## config.mk

```make
export PLATFORM = sky130hd
export DESIGN_NAME = uart_tx
export DESIGN_NICKNAME = d
export VERILOG_FILES = /design/src/rtl/uart_tx.sv
export SDC_FILE = /design/constraint.sdc
export NUM_CORES = 1
export LEC_CHECK = 0
export CAP_MARGIN = 10
export CORE_UTILIZATION = 57
export DETAILED_ROUTE_END_ITERATION = 8
export PLACE_DENSITY = 0.89
export SLEW_MARGIN = 20
export SYNTH_ARGS = -nofsm -noshare
export SYNTH_HDL_FRONTEND = slang
export SYNTH_SLANG_ARGS = --single-unit
```

## constraint.sdc

```tcl
create_clock -name clk -period 4.5 [get_ports clk]
set_input_delay 0.45 -clock clk [delete_from_list [all_inputs] [get_ports clk]]
set_output_delay 0.45 -clock clk [all_outputs]
set_load 0.02 [all_outputs]
```

## src/rtl/uart_tx.sv

```systemverilog
// 8N1 UART transmitter with a one-entry holding register so consecutive
// frames can be chained with no idle gap on the line.
module uart_tx #(
    parameter int CLKS_PER_BIT = 217
) (
    input  logic       clk,
    input  logic       i_Rst_n,
    input  logic       i_TX_DV,
    input  logic [7:0] i_TX_Byte,
    output logic       o_TX_Ready,
    output logic       o_TX_Active,
    output logic       o_TX_Serial,
    output logic       o_TX_Done
);

    localparam int CNT_W = $clog2(CLKS_PER_BIT);
    localparam logic [CNT_W-1:0] CNT_MAX = CNT_W'(CLKS_PER_BIT - 1);

    if (CLKS_PER_BIT < 2) begin : g_bad_clks_per_bit
        $error("uart_tx: CLKS_PER_BIT must be at least 2");
    end

    typedef enum logic [1:0] {
        IDLE,
        START,
        DATA,
        STOP
    } state_t;

    state_t           state_q, state_d;
    logic [CNT_W-1:0] clk_cnt_q, clk_cnt_d;
    logic [2:0]       bit_idx_q, bit_idx_d;
    logic [7:0]       shift_q, shift_d;
    logic [7:0]       hold_q, hold_d;
    logic             hold_full_q, hold_full_d;
    logic             serial_q, serial_d;
    logic             done_q, done_d;

    logic accept;
    logic bit_end;
    logic stop_end;

    assign accept   = i_TX_DV && !hold_full_q;
    assign bit_end  = (clk_cnt_q == CNT_MAX);
    assign stop_end = (state_q == STOP) && bit_end;

    always_comb begin
        state_d     = state_q;
        clk_cnt_d   = clk_cnt_q;
        bit_idx_d   = bit_idx_q;
        shift_d     = shift_q;
        hold_d      = hold_q;
        hold_full_d = hold_full_q;
        done_d      = 1'b0;

        case (state_q)
            IDLE: begin
                clk_cnt_d = '0;
                bit_idx_d = '0;
                if (accept) begin
                    shift_d = i_TX_Byte;
                    state_d = START;
                end
            end
            START: begin
                if (bit_end) begin
                    clk_cnt_d = '0;
                    bit_idx_d = '0;
                    state_d   = DATA;
                end else begin
                    clk_cnt_d = clk_cnt_q + 1'b1;
                end
            end
            DATA: begin
                if (bit_end) begin
                    clk_cnt_d = '0;
                    shift_d   = {1'b0, shift_q[7:1]};
                    if (bit_idx_q == 3'd7) begin
                        bit_idx_d = '0;
                        state_d   = STOP;
                    end else begin
                        bit_idx_d = bit_idx_q + 1'b1;
                    end
                end else begin
                    clk_cnt_d = clk_cnt_q + 1'b1;
                end
            end
            STOP: begin
                if (bit_end) begin
                    clk_cnt_d = '0;
                    bit_idx_d = '0;
                    done_d    = 1'b1;
                    // A held byte wins; otherwise a strobe on this exact cycle
                    // is loaded directly so the next frame still follows back-to-back.
                    if (hold_full_q) begin
                        shift_d     = hold_q;
                        hold_full_d = 1'b0;
                        state_d     = START;
                    end else if (accept) begin
                        shift_d = i_TX_Byte;
                        state_d = START;
                    end else begin
                        state_d = IDLE;
                    end
                end else begin
                    clk_cnt_d = clk_cnt_q + 1'b1;
                end
            end
        endcase

        if (accept && (state_q != IDLE) && !stop_end) begin
            hold_d      = i_TX_Byte;
            hold_full_d = 1'b1;
        end
    end

    // The line level is registered from the next-state view so it changes
    // on the same edge as the state and never glitches.
    always_comb begin
        serial_d = 1'b1;
        case (state_d)
            IDLE:  serial_d = 1'b1;
            START: serial_d = 1'b0;
            DATA:  serial_d = shift_d[0];
            STOP:  serial_d = 1'b1;
        endcase
    end

    always_ff @(posedge clk or negedge i_Rst_n) begin
        if (!i_Rst_n) begin
            state_q     <= IDLE;
            clk_cnt_q   <= '0;
            bit_idx_q   <= '0;
            shift_q     <= '0;
            hold_q      <= '0;
            hold_full_q <= 1'b0;
            serial_q    <= 1'b1;
            done_q      <= 1'b0;
        end else begin
            state_q     <= state_d;
            clk_cnt_q   <= clk_cnt_d;
            bit_idx_q   <= bit_idx_d;
            shift_q     <= shift_d;
            hold_q      <= hold_d;
            hold_full_q <= hold_full_d;
            serial_q    <= serial_d;
            done_q      <= done_d;
        end
    end

    assign o_TX_Ready  = !hold_full_q;
    assign o_TX_Active = (state_q != IDLE);
    assign o_TX_Serial = serial_q;
    assign o_TX_Done   = done_q;

endmodule

```

==> summary.md, run 1 <==
| Metric | Value |
|---|---|
| Worst slew margin | `0.5272` |
| CTS-repair resized insts | `0` |
| Largest stage delay on the critical path | `0.81 ns` |
| Max IR drop VDD | `0.2515 mV` |
| HP Class | `in2async` |
| H-tree depth | `2` |
| CTS buffer count | `5` |
| Combinational power share | `0.089` |
| CP Data Required Time | `4.05 ns` |
| RSZ-0062 raised after global routing | `false` |
| Critical Path Start | `state_q[0]$_DFF_PN0_` |
| Syn Nets | `184` |
| Final Slew Violations | `0` |
| Mapped cell area | `1702 um^2` |
| Total Wirelength | `3666 um` |
| Flop pwr share | `0.579` |
| Die H | `56.64 um` |
| Reg2reg start | `clk_cnt_q[0]$_DFF_PN0_` |
| Worst path cell trace | `nor2_2, inv_1, clkdlybuf4s50_1` |
| Vias per Instance | `6.453` |
| Tcrit/Tclk final | `0.5656` |
| Fin nets | `197` |
| Total congestion overflow | `0` |
| CP startpoint kind | `flop` |
| Core Footprint | `2781 um^2` |
| Antenna Nets Post-Route | `0` |
| Power Internal | `397.8 uW` |
| Layout Skew | `0.003550 ns` |
| Synth area leaders | `dfrtp_1 46%, mux2_2 5.3%, mux2i_1 4.1%` |
| Initial antenna violation count | `0` |
| Setup CP Type | `reg2out` |
| Worst setup EP type | `output port` |
| Slew @ Worst Pin | `0.7092 ns` |
| Clock Pin Slew Worst Setup and Hold Paths | `0.10 ns` |
| CP max FO | `20` |
| Maximum clock insertion buffer count | `2` |
| ANT cells | `0` |
| Vias | `1381` |
| CP Data Arrival Time | `2.10 ns` |
| Layout cells sized above 1 | `0.1202` |
| Most used flip-flop cell after synthesis | `dfrtp_1` |
| Initial Util | `0.6118` |
| Synth warnings | `0` |
| Postcts setup bufs | `0` |
| Die area | `3208 um^2` |
| Area share of the largest cell type after synthesis | `0.4559` |
| Buffers and inverters on the worst path | `2` |
| Area leader, netlist | `dfrtp_1` |
| First-pass GRT wire length | `6065 um` |
| Layout area overhead | `12.21%` |
| Vias in the first global route | `1293` |
| Final Hold Fails | `0` |
| P_leak | `0.0008343 uW` |
| Number of top-level pins | `15` |
| Fmax | `392.9 MHz` |
| Final GP Congestion | `0.8108` |
| GR Util All Layers | `0.2540` |
| Top delay family on crit path | `flip-flops` |
| Clock latency on the worst-skew pair | `0.34 ns` |
| Post-synth top cells | `31 x dfrtp_1, 17 x nand2_1, 17 x nor2_1` |
| Post-synth EDFFs | `0` |
| Clock group share of total power | `0.332` |
| FF/Latch Area | `802.0 um^2` |
| NetSw | `132.4 uW` |
| Total negative slack | `0 ns` |
| TritonCTS clock tree | `done` |
| Fraction of registers with async set/reset | `1.000` |
| Cell Area, Placed | `1851 um^2` |
| CTS sink cnt | `32` |
| Library cells used by synthesis | `42` |
| CTS root buf | `clkbuf_4` |
| Hold_buf cts | `0` |
| Max stage delay cell, worst path | `dfrtp_1` |
| Port-buffer cells | `14` |
| Post-DP HPWL | `2557 um` |
| Power per cell area | `277.7 nW/um^2` |
| Setup violations, final | `0` |
| Post-DR wirelength/cell | `17.13 um` |
| 1st-iter DRT viols | `93` |
| Largest net degree at the start of global routing | `33` |
| Sequential area share after synthesis | `0.4713` |
| Site Rows | `19` |
| Cells after Synth | `169` |
| Max-Cap Viols | `0` |
| Fin crit period | `2.545 ns` |
| Drt pass-1 iters | `4` |
| Die X | `56.64 um` |
| Most frequent cell after synthesis | `dfrtp_1` |
| #FFs+latches synth | `32` |
| Design area | `1909 um^2` |
| Status | `completed` |
| Fillers | `206` |
| DRC Markers | `0` |
| Synth Area per Inst | `10.07 um^2` |
| Sw frac | `0.2498` |
| Multi-input combinational cell area | `843.3 um^2` |
-- layer usage --
layer	wire length, um	GRT usage	up-vias
li1	-	-	636
met1	1504	0.3436	669
met2	1749	0.3697	64
met3	289	0.07604	12
met4	123	0.1289	0
met5	0	0	-
-- layout make-up --
| cell class | instances | share of cell area |
|---|---|---|
| multi-input combinational | 123 | 0.4417 |
| sequential | 32 | 0.4201 |
| timing repair buffer | 15 | 0.07733 |
| clock buffer | 8 | 0.03080 |
| tap | 31 | 0.02031 |
| inverter | 5 | 0.009830 |
-- kinds of logic (layout without fill, tap and decap cells) --
logic type	after synthesis	count (layout)	synth area share
and+or+nand+nor	61	61	0.1691
xor gates and xnor gates	7	7	0.03603
DFF	32	32	0.4713
muxes	15	15	0.09412
adders and majority gates	4	4	0.02941
AOI/OAI and AO/OA	36	36	0.1669
buffers and inverters	14	28	0.03308
-- power groups by stage --
stage / registers, uW / clock network [uW] / logic (uW)
after floorplan: 308 / 0 / 26.7
after global placement: 312 / 0 / 45.6
after detailed placement: 312 / 0 / 47.7
final: 307 / 176 / 47.4
after global routing: 308 / 189 / 52.7
after CTS: 307 / 176 / 48.2
-- cells in the final DEF, fill, tap and decap left out, drive strengths merged, types with 2 or more instances in the layout --
master         instances
dfrtp                 31
nor2                  19
nand2                 17
clkdlybuf4s50         14
nand3                 12
mux2                   8
clkbuf                 8
mux2i                  7
xor2                   5
inv                    4
a311oi                 4
o21ai                  4
o211ai                 4
a22o                   4
ha                     4
and3                   3
a21oi                  3
a31oi                  3
and2                   3
xnor2                  2
nor3                   2
a221o                  2
a221oi                 2
a211oi                 2
-- metrics by stage --
stage | std cells | util | power, uW | hold WS [ns] | setup WS, ns
finish | 214 | 0.6865 | 530.2 | 0.4897 | 1.955
global route | 214 | 0.6865 | 549.8 | 0.5264 | 1.860
CTS | 214 | 0.6865 | 530.5 | 0.5117 | 1.962
detailed placement | 206 | 0.6653 | 360.1 | 0.4964 | 2.080
global placement | 206 | 0.6653 | 357.1 | 0.4905 | 2.115
floorplan | 169 | - | 335.1 | 0.1544 | 2.707
-- state kept, by name, summed over array words and instances, names as in the netlist --
name	cells
o_TX_Serial	1
bit_idx_q	3
clk_cnt_q	8
hold_full_q	1
hold_q	8
o_TX_Done	1
state_q	2
shift_q	8
-- worst paths after layout --
kind,end,slack (ns),cells past startpoint
max,o_TX_Active,1.95,3
min,shift_q[0]$_DFF_PN0_,0.49,2
max reg2reg,shift_q[4]$_DFFE_PN0P_,2.38,6
min reg2reg,hold_q[1]$_DFFE_PN0P_,0.52,1
max in group asynchronous,o_TX_Serial$_DFF_PN1_,3.69,2
min in group clk,hold_q[1]$_DFFE_PN0P_,0.52,1
Power figures use the tool's default switching activity.
==> run 2: changes to the inputs <==
Settings changed: CORE_UTILIZATION 57 to 56, PLACE_DENSITY 0.89 to 0.88.
Clock period 4.5 ns to 2.7 ns, I/O delays scaled along.
==> summary.md, run 2 (synthesis results as in run 1) <==
| Metric | Value |
|---|---|
| Reg2reg start | `clk_cnt_q[0]$_DFF_PN0_` |
| FF-to-FF path depth | `6 (unchanged)` |
| ANT cells | `0 (unchanged)` |
| Flop pwr share | `0.534 (-0.045)` |
| Vias | `1340 (-3.0%)` |
| Hold_buf cts | `0 (unchanged)` |
| Sw frac | `0.2416 (-0.008245)` |
| Worst path cell trace | `nor2_2, inv_1, clkdlybuf4s50_1` |
| Reg-to-reg critical path endpoint | `hold_q[6]$_DFFE_PN0P_` |
| Die area | `3263 um^2 (+1.7%)` |
| DRC Markers | `0 (unchanged)` |
| Max stage delay cell, worst path | `dfrtp_1` |
| Clock latency on the worst-skew pair | `0.34 ns (about the same)` |
| Layout area overhead | `13.46%` |
| NetSw | `231.7 uW (+75%)` |
| Commonest cells after routing, fill and taps aside | `31 x dfrtp_1, 17 x nand2_1, 17 x nor2_1` |
| Fin nets | `197 (unchanged)` |
| Die X | `57.13 um (+0.86%)` |
| Total negative slack | `0 ns (unchanged)` |
| Multi-input combinational cell area | `843.3 um^2 (unchanged)` |
| Vias in the first global route | `1305 (+0.93%)` |
| Slew @ Worst Pin | `0.6876 ns (-0.02162 ns)` |
| TritonCTS clock tree | `done` |
| Die H | `57.13 um (+0.86%)` |
| HP Class | `in2async` |
| 1st-iter DRT viols | `74 (-20%)` |
| Worst setup EP type | `output port` |
| CP startpoint kind | `flop` |
| Final GP Congestion | `0.9040 (+11%)` |
| Postcts setup bufs | `0 (unchanged)` |
| Final Slew Violations | `0 (unchanged)` |
| Core Footprint | `2829 um^2 (+1.7%)` |
| Total Wirelength | `3529 um (-3.7%)` |
| Largest stage delay on the critical path | `0.80 ns (about the same)` |
| CP max FO | `20 (unchanged)` |
| Initial Util | `0.6015 (-0.01028)` |
| First-pass GRT wire length | `5878 um (-3.1%)` |
| Largest net degree at the start of global routing | `21 (-36%)` |
| Maximum clock insertion buffer count | `2 (unchanged)` |
| Fillers | `235 (+14%)` |
| FF/Latch Area | `802.0 um^2 (unchanged)` |
| Combinational power share | `0.082 (-0.007)` |
| Worst slew margin | `0.5416 (+0.01441)` |
| Setup CP Type | `reg2out` |
| P_leak | `0.0008429 uW (+1.0%)` |
| Port-buffer cells | `14 (unchanged)` |
| Tcrit/Tclk final | `0.8714` |
| Clock group share of total power | `0.384 (+0.052)` |
| CP Data Required Time | `2.43 ns (-1.62 ns)` |
| Max IR drop VDD | `0.4465 mV (+78%)` |
| CTS root buf | `clkbuf_4` |
| CTS sink cnt | `32 (unchanged)` |
| Antenna Nets Post-Route | `0 (unchanged)` |
| Total congestion overflow | `0 (unchanged)` |
| Post-DR wirelength/cell | `16.49 um (-3.7%)` |
| Layout cells sized above 1 | `0.1311 (+0.01093)` |
| Status | `completed` |
| Power per cell area | `496.9 nW/um^2 (+79%)` |
| Fmax | `425.0 MHz` |
| Final Hold Fails | `0 (unchanged)` |
| Register-to-register setup slack | `0.63 ns (-1.75 ns)` |
| Number of top-level pins | `15 (unchanged)` |
| Vias per Instance | `6.262 (-3.0%)` |
| Worst hold margin | `0.3187 ns (-0.1710 ns)` |
| Power Internal | `727.5 uW (+83%)` |
| Post-DP HPWL | `2578 um (+0.83%)` |
| RSZ-0062 raised after global routing | `false` |
| CP Data Arrival Time | `2.08 ns (-0.02 ns)` |
| Setup violations, final | `0 (unchanged)` |
| CTS-repair resized insts | `0 (unchanged)` |
| Clock Pin Slew Worst Setup and Hold Paths | `0.11 ns (about the same)` |
| GR Util All Layers | `0.2406 (-0.01333)` |
| Biggest regs | `clk_cnt_q x8, hold_q x8, shift_q x8` |
| CTS buffer count | `5 (unchanged)` |
| Most common cell after layout, fill and taps aside | `dfrtp_1` |
| Initial antenna violation count | `0 (unchanged)` |
| Drt pass-1 iters | `4 (unchanged)` |
| H-tree depth | `2 (unchanged)` |
| Site Rows | `19 (unchanged)` |
| Max-Cap Viols | `0 (unchanged)` |
| Fin crit period | `2.353 ns` |
| Layout Skew | `0.01005 ns (+0.006499 ns)` |
## run 2: changes by cell type in the layout (fill, tap and decap cells not counted), sizes merged
cell	previous run	this run
bufinv	0	1
clkbuf	8	5
clkinv	1	2
clkinvlp	0	1
## run 2: area by class of cell
cell class	instances	area share
repair buffers	15	0.07647
well taps	31	0.02009
clock inverters	3	0.02204
clock buffers	5	0.01944
multi-input cells	123	0.4368
inverters	5	0.009721
flip-flops and latches	32	0.4154
## run 2: layer usage
layer / track usage / vias to the layer above / wire [um]
met4: 0.08711 / 0 / 56
met1: 0.3163 / 660 / 1549
met3: 0.06803 / 4 / 200
li1: - / 634 / -
met5: 0 / - / 0
met2: 0.3832 / 42 / 1723
## run 2: through the flow
stage / setup slack [ns] / area [um^2] / util / instances / total power [uW]
finish: 0.3473 / 1931 / 0.6824 / 214 / 959.3
global route: 0.2698 / 1931 / 0.6824 / 214 / 995.4
CTS: 0.3646 / 1931 / 0.6824 / 214 / 967.4
detailed placement: 0.4545 / 1851 / 0.6541 / 206 / 600.3
global placement: 0.5117 / 1851 / 0.6541 / 206 / 594.9
floorplan: 0.9067 / 1702 / - / 169 / 558.4
## run 2: worst max-delay path by stage
stage | from | endpoint | slack (ns) | cells past startpoint
6_report | state_q[0]$_DFF_PN0_ | o_TX_Active | 0.35 | 3
5_1_grt | state_q[0]$_DFF_PN0_ | o_TX_Active | 0.27 | 3
4_1_cts | state_q[0]$_DFF_PN0_ | o_TX_Active | 0.36 | 3
3_5_place_dp | i_TX_DV | hold_q[6]$_DFFE_PN0P_ | 0.45 | 4
3_3_place_gp | i_TX_DV | hold_q[5]$_DFFE_PN0P_ | 0.51 | 4
2_1_floorplan | clk_cnt_q[0]$_DFF_PN0_ | hold_q[0]$_DFFE_PN0P_ | 0.91 | 6
## run 2: power groups by stage
stage                     logic, uW  registers (uW)  clock network (uW)
final                          78.7             512                 369
after CTS                      79.7             512                 376
after global placement         75.4             520                   0
after detailed placement       79.2             521                   0
after global routing           87.9             514                 393
after floorplan                44.5             514                   0
## run 2: worst max-delay path, delay by kind of cell (launching register included)
family	cells	cell delay, ns
buffers and inverters	2	0.78
and+or+nand+nor	1	0.17
DFF	1	0.80
==> run 3: changes to the inputs <==
Settings changed: CORE_ASPECT_RATIO from default to 0.6, PLACE_DENSITY 0.88 to default, PLACE_DENSITY_LB_ADDON from default to 0.05, SETUP_SLACK_MARGIN from default to 0.2.
==> summary.md, run 3 (synthesis results as in run 1) <==
| Metric | Value |
|---|---|
| Slew @ Worst Pin | `0.7527 ns (+0.06515 ns)` |
| Total Wirelength | `3725 um (+5.6%)` |
| CTS buffer count | `5 (unchanged)` |
| Post-DR wirelength/cell | `16.48 um (about the same)` |
| Fillers | `237 (+0.85%)` |
| Setup violations, final | `0 (unchanged)` |
| Final Slew Violations | `0 (unchanged)` |
| Postcts setup bufs | `0 (unchanged)` |
| Setup CP Type | `reg2out` |
| Reg2reg start | `state_q[0]$_DFF_PN0_` |
| Final Hold Fails | `0 (unchanged)` |
| CTS root buf | `clkbuf_8` |
| H-tree depth | `2 (unchanged)` |
| First-pass GRT wire length | `6037 um (+2.7%)` |
| Total congestion overflow | `0 (unchanged)` |
| Post-DP HPWL | `2627 um (+1.9%)` |
| Die X | `73.17 um (+28%)` |
| Biggest regs | `clk_cnt_q x8, hold_q x8, shift_q x8` |
| Register-to-register setup slack | `0.61 ns (-0.02 ns)` |
| Fmax | `425.7 MHz (+0.16%)` |
| ANT cells | `0 (unchanged)` |
| Clock latency on the worst-skew pair | `0.28 ns (-0.06 ns)` |
| Vias | `1356 (+1.2%)` |
| CP max FO | `20 (unchanged)` |
| Clock Pin Slew Worst Setup and Hold Paths | `0.07 ns (-0.04 ns)` |
| Max IR drop VDD | `0.2665 mV (-40%)` |
| HP Class | `in2async` |
| Worst setup EP type | `output port` |
| Antenna Nets Post-Route | `0 (unchanged)` |
| Number of top-level pins | `15 (unchanged)` |
| Fin crit period | `2.349 ns (-0.003653 ns)` |
| CP Data Required Time | `2.43 ns (about the same)` |
| Commonest cells after routing, fill and taps aside | `31 x dfrtp_1, 17 x nand2_1, 17 x nor2_1` |
| CTS sink cnt | `32 (unchanged)` |
| Total negative slack | `0 ns (unchanged)` |
| Maximum clock insertion buffer count | `2 (unchanged)` |
| Largest net degree at the start of global routing | `33 (+57%)` |
| Hold_buf cts | `0 (unchanged)` |
| Most common cell after layout, fill and taps aside | `dfrtp_1` |
| 1st-iter DRT viols | `178 (+140%)` |
| Layout Skew | `0.005503 ns (-0.004547 ns)` |
| Die area | `3270 um^2 (+0.22%)` |
| Core Footprint | `2872 um^2 (+1.5%)` |
| Layout cells sized above 1 | `0.1359 (+0.004722)` |
| Layout area overhead | `16.10%` |
| Reg-to-reg critical path endpoint | `shift_q[3]$_DFFE_PN0P_` |
| Status | `completed` |
| Port-buffer cells | `14 (unchanged)` |
| DRC Markers | `0 (unchanged)` |
| P_leak | `0.0008623 uW (+2.3%)` |
| CTS-repair resized insts | `0 (unchanged)` |
| Vias per Instance | `6.000 (-4.2%)` |
| Overall power | `985.0 uW (+2.7%)` |
| TritonCTS clock tree | `done` |
| Worst slew margin | `0.4982 (-0.04343)` |
| FF-to-FF path depth | `4 (-2)` |
| Vias in the first global route | `1244 (-4.7%)` |
| Initial Util | `0.5926 (-0.008911)` |
| Drt pass-1 iters | `4 (unchanged)` |
| Final GP Congestion | `0.7736 (-14%)` |
| Max-Cap Viols | `0 (unchanged)` |
| RSZ-0062 raised after global routing | `false` |
| GR Util All Layers | `0.2530 (+0.01238)` |
| Power per cell area | `498.6 nW/um^2 (+0.34%)` |
| Die H | `44.70 um (-22%)` |
| Fin nets | `199 (+1.0%)` |
| CP Data Arrival Time | `2.08 ns (about the same)` |
| CP startpoint kind | `flop` |
| Tcrit/Tclk final | `0.8700 (-0.001353)` |
| Initial antenna violation count | `0 (unchanged)` |
| Site Rows | `15 (-4)` |
==> run 3: critical path: stages, from the launching register on <==
cell,delay [ns]
dfrtp_1,0.83
nor2_2,0.18
inv_1,0.17
clkdlybuf4s50_1,0.62
==> run 3: cell type report <==
cell class	instances	area, um^2	share of cell area
clock buffer	7	96.34	0.04877
inverter	5	18.77	0.009500
multi-input combinational	123	843.3	0.4269
sequential	32	802.0	0.4060
tap	42	52.55	0.02660
timing repair buffer	17	162.7	0.08233
==> run 3: report_power, final <==
part	internal [uW]	switching, uW	total [uW]
clock network	227	165	392
logic	40.5	39.9	80.3
registers	496	17.4	513
total	763	222	985
==> run 3: worst max path at each step <==
stage                           start                endpoint  slack, ns  cells after the start
2_1_floorplan  clk_cnt_q[0]$_DFF_PN0_   hold_q[0]$_DFFE_PN0P_       0.91                      6
3_3_place_gp                  i_TX_DV  shift_q[7]$_DFFE_PN0P_       0.58                      6
3_5_place_dp                  i_TX_DV    shift_q[0]$_DFF_PN0_       0.53                      6
4_1_cts          state_q[0]$_DFF_PN0_             o_TX_Active       0.38                      3
5_1_grt          state_q[0]$_DFF_PN0_             o_TX_Active       0.28                      3
6_report         state_q[0]$_DFF_PN0_             o_TX_Active       0.35                      3
==> run 3: routing by layer <==
layer | routed length (um) | vias to the layer above | share of wire | track usage
met2 | 1626 | 33 | 0.44 | 0.3556
met1 | 1884 | 680 | 0.51 | 0.3783
met5 | 0 | - | 0 | 0
met3 | 191 | 3 | 0.051 | 0.07589
met4 | 23 | 0 | 0.0062 | 0.07059
li1 | - | 640 | - | -
==> run 3: per-stage QoR <==
| step | utilization | cell area [um^2] | setup WS [ns] | instances | hold WS (ns) |
|---|---|---|---|---|---|
| after floorplan | - | 1702 | 0.9067 | 169 | -0.02559 |
| after global placement | 0.6545 | 1879 | 0.5769 | 219 | 0.4905 |
| final | 0.6880 | 1976 | 0.3509 | 226 | 0.3784 |
| after CTS | 0.6880 | 1976 | 0.3767 | 226 | 0.4017 |
| after detailed placement | 0.6545 | 1879 | 0.5344 | 219 | 0.4962 |
| after global routing | 0.6880 | 1976 | 0.2792 | 226 | 0.4061 |
